[src/rtl/regdct_reader.sv]
// regdct_reader: read-side sequencer that streams COUNT words from the DCT/log-power register file.
// Optional feature: define REGDCT_RD_SUM_EN to add the signed running-sum output `sum`.
module regdct_reader #(
  parameter int DATA_W = 16,
  parameter int ADDR_W = 5,
  parameter int CNT_W  = 6,
  parameter int SUM_W  = 24
) (
  input  logic              clk,
  input  logic              reset,
  input  logic              start,
  input  logic              abort,
  input  logic [ADDR_W-1:0] base_addr,
  input  logic [CNT_W-1:0]  count,
  output logic [ADDR_W-1:0] rf_addr,
  input  logic [DATA_W-1:0] rf_data,
  output logic [DATA_W-1:0] out_data,
  output logic              out_valid,
  input  logic              out_ready,
  output logic              out_last,
  output logic              busy,
  output logic              done
`ifdef REGDCT_RD_SUM_EN
  ,
  output logic signed [SUM_W-1:0] sum
`endif
);

  typedef enum logic [1:0] {S_IDLE, S_STREAM, S_DONE} state_t;

  localparam logic [CNT_W-1:0] MAX_CNT = CNT_W'(2**ADDR_W);

  state_t              r_state;
  logic [ADDR_W-1:0]   r_addr;
  logic [CNT_W-1:0]    r_cnt;
  logic [CNT_W-1:0]    r_idx;
  logic [DATA_W-1:0]   r_data;
  logic                r_valid;
  logic                r_last;
  logic                r_busy;
  logic                r_done;

  logic [CNT_W-1:0]    w_cnt;
  logic                w_start;
  logic                w_accept;
  logic                w_load;

  assign w_cnt    = (count > MAX_CNT) ? MAX_CNT : count;
  assign w_start  = (r_state == S_IDLE) && start && !abort;
  assign w_accept = r_valid && out_ready;
  // Refill the output register whenever it is empty or being drained this cycle.
  assign w_load   = (r_state == S_STREAM) && (!r_valid || out_ready) && (r_idx < r_cnt);

  assign rf_addr   = r_addr;
  assign out_data  = r_data;
  assign out_valid = r_valid;
  assign out_last  = r_last;
  assign busy      = r_busy;
  assign done      = r_done;

  always_ff @(posedge clk) begin
    if (reset) begin
      r_state <= S_IDLE;
      r_addr  <= '0;
      r_cnt   <= '0;
      r_idx   <= '0;
      r_data  <= '0;
      r_valid <= 1'b0;
      r_last  <= 1'b0;
      r_busy  <= 1'b0;
      r_done  <= 1'b0;
    end else begin
      case (r_state)
        S_IDLE: begin
          r_done <= 1'b0;
          if (w_start) begin
            r_addr <= base_addr;
            r_idx  <= '0;
            r_cnt  <= w_cnt;
            r_busy <= 1'b1;
            if (w_cnt == '0) begin
              r_state <= S_DONE;
              r_done  <= 1'b1;
            end else begin
              r_state <= S_STREAM;
            end
          end
        end
        S_STREAM: begin
          if (abort) begin
            r_state <= S_IDLE;
            r_valid <= 1'b0;
            r_last  <= 1'b0;
            r_busy  <= 1'b0;
          end else if (w_accept && r_last) begin
            r_state <= S_DONE;
            r_valid <= 1'b0;
            r_last  <= 1'b0;
            r_done  <= 1'b1;
          end else if (w_load) begin
            r_data  <= rf_data;
            r_valid <= 1'b1;
            r_last  <= ((r_idx + CNT_W'(1)) == r_cnt);
            r_idx   <= r_idx + CNT_W'(1);
            r_addr  <= r_addr + ADDR_W'(1);
          end
        end
        S_DONE: begin
          r_state <= S_IDLE;
          r_busy  <= 1'b0;
          r_done  <= 1'b0;
        end
        default: begin
          r_state <= S_IDLE;
          r_valid <= 1'b0;
          r_last  <= 1'b0;
          r_busy  <= 1'b0;
          r_done  <= 1'b0;
        end
      endcase
    end
  end

`ifdef REGDCT_RD_SUM_EN
  function automatic logic signed [SUM_W-1:0] sext_word(input logic [DATA_W-1:0] d);
    return {{(SUM_W-DATA_W){d[DATA_W-1]}}, d};
  endfunction

  logic signed [SUM_W-1:0] r_sum;
  assign sum = r_sum;

  // Wraps modulo 2^SUM_W; an aborted beat is not counted.
  always_ff @(posedge clk) begin
    if (reset) begin
      r_sum <= '0;
    end else if (w_start) begin
      r_sum <= '0;
    end else if ((r_state == S_STREAM) && !abort && w_accept) begin
      r_sum <= r_sum + sext_word(r_data);
    end
  end
`endif

endmodule

[config.mk]
export PLATFORM = sky130hd
export DESIGN_NAME = regdct_reader
export DESIGN_NICKNAME = d
export VERILOG_FILES = /design/src/rtl/regdct_reader.sv
export SDC_FILE = /design/constraint.sdc
export NUM_CORES = 1
export LEC_CHECK = 0
export ABC_AREA = 1
export CAP_MARGIN = 20
export CORE_UTILIZATION = 49
export CTS_BUF_LIST = sky130_fd_sc_hd__clkbuf_2
export DETAILED_ROUTE_END_ITERATION = 10
export HOLD_SLACK_MARGIN = 0.02
export PLACE_DENSITY = 0.83
export SLEW_MARGIN = 5
export SYNTH_ARGS = -nofsm -noshare
export SYNTH_HDL_FRONTEND = slang
export SYNTH_SLANG_ARGS = --single-unit
[constraint.sdc]
create_clock -name clk -period 2.23 [get_ports clk]
set_clock_uncertainty 0.2 [all_clocks]
set_input_delay 0.669 -clock clk [delete_from_list [all_inputs] [get_ports clk]]
set_output_delay 0.669 -clock clk [all_outputs]
set_load 0.01 [all_outputs]
Word level (Yosys, flattened, before mapping)
Index checks and enable logic that the tools add are counted.

Flip-flop bits (word level): 39. Bits of input ports: 32. Output and inout bits: 25. Word-level logic and storage cells: 79.

Add/subtract/negate cells: 2. Order comparisons: 2. Equal/unequal tests: 11. Multiplexer cells: 32. Bitwise logic cells: 3. Reductions and logical operators: 20.

Operators by type and width (number): $mux W6 (5); $mux W5 (4); $mux W1 (12); $pmux W6 S2 (1); $ne A2 B2 Y1 const B (5); $pmux W5 S2 (1); $reduce_and A2 Y1 (5); $mux W2 (4); $pmux W1 S2 (4); $add A6 B1 Y6 const B (1); $eq A6 B6 Y1 (1); $gt A6 B6 Y1 const B (1); $logic_and A1 B1 Y1 (6); $logic_not A6 Y1 (1); $lt A6 B6 Y1 (1); $add A5 B1 Y5 const B (1); $reduce_and A5 Y1 (1); $ne A4 B3 Y1 const B (1); $pmux W2 S2 (1); $reduce_and A4 Y1 (1); $ne A3 B2 Y1 const B (1); $not A1 Y1 (3); $eq A2 B1 Y1 const B (1); $eq A2 B2 Y1 const B (1); other kinds (6) (7).

Depth between registers and ports, before layout
Word-level depth: 8. Gate-level depth with buffers: 11. Gate-level depth less buffers: 11.

Worst setup path before layout
OpenSTA, ideal clock, no wires.

Kind: register -> register. Start: register r_cnt[5]. End: register r_data[10], in the netlist out_data[10]. Arrival: 1.499 ns. Path slack: 0.418 ns. Stages on the path, launching flop included: 12. Period minus slack after synthesis: 1.812 ns. Cell sequence: dfxtp_1 -> inv_1 -> ha_1 -> nand2_1 -> o21ai_1 -> nor2_2 -> nand3_2 -> nor2_8 -> inv_4 -> buf_6 -> nor2_1 -> nor2_1.

Longest elaborated chain between the ends: 3.

RTL lines: start: declaration (line 35) `logic [CNT_W-1:0] r_cnt;`; start signal: assignment (line 79) `r_cnt <= w_cnt;`; $lt A6 B6 Y1 (line 52) `assign w_load = (r_state == S_STREAM) && (!r_valid || out_ready) && (r_idx < r_cnt);`; $logic_and A1 B1 Y1 (line 52); $reduce_and A4 Y1 (no source line); end signal: assignment (line 101) `r_data <= rf_data;`; end: declaration (line 37) `logic [DATA_W-1:0] r_data;`.

Every way passes these cells. A chain may end at the register's enable or synchronous reset.

Worst setup path after layout
Start: register r_last, in the netlist out_last. End: output port out_last.

RTL lines: start: declaration (line 39) `logic r_last;`; start signal: assignment (line 103) `r_last <= ((r_idx + CNT_W'(1)) == r_cnt);`; end: declaration (line 20) `output logic out_last,`.

No word-level cell between the ends.

==> metrics.txt <==
number of global-route vias before repair=2,009; number of fill cells=300; Initial Util=0.529; Worst-path clk slew=0.21 ns; area of the die=0.00436 sq mm; Clock Path Buffers=2; nets=405; clock latency on the worst-skew pair=0.43 ns; Crit. End Element=output port; Pre-antenna DRT Iters=4; vias=2,151; Syn Std Cell Area=0.00201 sq mm; setup TNS=0 ns; die height=approximately 66 um; post-route setup slack=0.0447 ns; Final Setup Violations=0; post-synthesis sequential area ratio=0.389; area of the multi-input gates=0.00105 sq mm; total CTS buffers=5; max_cap viols=0; first-pass GRT wire length=8310 um; Via density=approximately 5.2; CP max-delay cell=clkdlybuf4s50_1; IO buf count=56; Yosys reg bits=39; Yosys warning total=0; Min Clock Period, post-route=between 2 and 2.5 ns; crit path cell chain=clkdlybuf4s50_1; CP Buf/Inv Count=1; Fin Hold WS=0.286 ns; kind of critical path=flip-flop to output port; floorplan row count=22; Final GP Congestion=slightly above 0.9; Gate Count Post-Synth=297; outcome=completed; Peak VDD IR=528 uV; Highest Clock Rate=458 MHz; total congestion overflow=0; Arrival @ worst endpoint=1.32 ns; DP Worst Slack=-0.0485 ns; CTS Sinks=39; Die W=66.0 um; commonest non-fill, non-tap cell in the layout=nand2_1; drt total wl=a little under 5000 um; commonest cells after routing, fill and taps aside=nand2_1, nor2_1, clkdlybuf4s50_1, nand3_1; relative slew slack=0.581; Post-DRT Antenna Nets=0; share of post-route cells with drive strength above 1=0.161; Avg Inst Size Synth=6.77 sq um; final hold vios=0; Slew @ Worst Pin=0.628 ns; delay-heaviest family, CP=buffers and inverters; initial antenna violation count=0; CP max FO=3; post-synthesis cell type count=31; Root Driver=clkbuf_2; Initial DRC Count=101; diode count=0; syn nets=about 340; GR Util All Layers=0.246; FF+latch area=808 sq um; Setup crit start kind=flip-flop; fin. max-slew vios=0; slowest stage delay, CP=0.53 ns; largest net degree at the start of global routing=24; Residual DRC=0; hpwl dp=3530 um; I/O Pins=57; Routed WL per cell=between 10 and 15 um; Tightest Hold Check Type=flip-flop to flip-flop; Tot Pwr=1590 uW; H-tree depth=2; Pleak=roughly 0.0015 uW; RSZ-0062 raised after global routing=no; crit share post-route=0.980; Area Growth Syn to Fin=41.3%; P per Cell Area=561 mW/mm^2; TritonCTS clock tree=done; Crit path required time=1.36 ns; core area=0.00380 sq mm
==> layout make-up <==
type | count | area share
Multi-Input combinational cell | 218 | 0.371
Inverter | 28 | 0.0379
Clock buffer | 5 | 0.00881
Tap cell | 48 | 0.0211
Sequential cell | 39 | 0.285
Clock inverter | 3 | 0.0167
Timing Repair Buffer | 73 | 0.259
==> power breakdown <==
part	internal (uW)	switching, uW
logic	177	184
clock network	196	268
registers	739	29.0
==> layer usage <==
layer	track usage	wire [um]
met5	0	0
met4	0.0771	83
met3	0.0690	343
met2	0.431	2380
met1	0.287	2120
==> stage by stage <==
stage / instance area, sq um / instances / utilization
final: 2840 / 414 / 0.748
after global routing: 2840 / 414 / 0.748
after CTS: 2780 / 413 / 0.732
after detailed placement: 2670 / 402 / 0.704
after global placement: 2670 / 402 / 0.704
after floorplan: 2010 / 297 / -
==> path summary, 6_finish.rpt <==
check	from	depth (start not counted)	slack, ns	end
worst max-delay path	out_last$_SDFFE_PP0P_	1	0.04	out_last
worst min-delay path	busy$_SDFFE_PP0P_	2	0.29	busy$_SDFFE_PP0P_
worst max register to register	r_cnt[5]$_SDFFE_PP0P_	10	0.26	out_data[2]$_SDFFE_PP0P_
worst min register to register	busy$_SDFFE_PP0P_	2	0.29	busy$_SDFFE_PP0P_
==> state kept, by name (all words and copies together) (netlist names) <==
signal,cells
r_idx,6
done,1
out_last,1
busy,1
r_cnt,6
r_state,2
rf_addr,5
out_valid,1
out_data,16
==> repair_timing <==
action / 4_1_cts / 5_1_grt
hold endpoints to repair: 0 / 0
setup buffers: 3 / 1
hold buffers: 0 / 0
endpoints found under the setup margin: 16 / 21
resized for setup: 16 / 25
==> cells in the mapped netlist (all sizes together) <==
library cell | n | area [sq um]
nand2 | 68 | 258
nor2 | 61 | 255
dfxtp | 39 | 781
nand3 | 31 | 160
inv | 28 | 108
o21ai | 22 | 110
a21oi | 15 | 78.8
ha | 8 | 100
buf | 6 | 43.8
clkbuf | 6 | 22.5
nand4 | 4 | 25.0
o31ai | 2 | 15.0
a211oi | 1 | 7.51
a22oi | 1 | 7.51
nand3b | 1 | 7.51
nor4 | 1 | 6.26
o211ai | 1 | 7.51
o21bai | 1 | 7.51
xnor2 | 1 | 8.76
==> cells by family (layout without fill, tap and decap cells) <==
kind of cell             after synthesis  count (layout)  share of synthesized area
AO/OA/AOI/OAI                         43              43                      0.116
buffers and inverters                 40             109                     0.0866
AND/OR/NAND/NOR                      166             166                      0.354
flip-flops                            39              39                      0.389
adder cells (fa/ha/maj)                8               8                     0.0498
XOR/XNOR                               1               1                    0.00436
No activity file was read; power rests on OpenSTA's default activity.
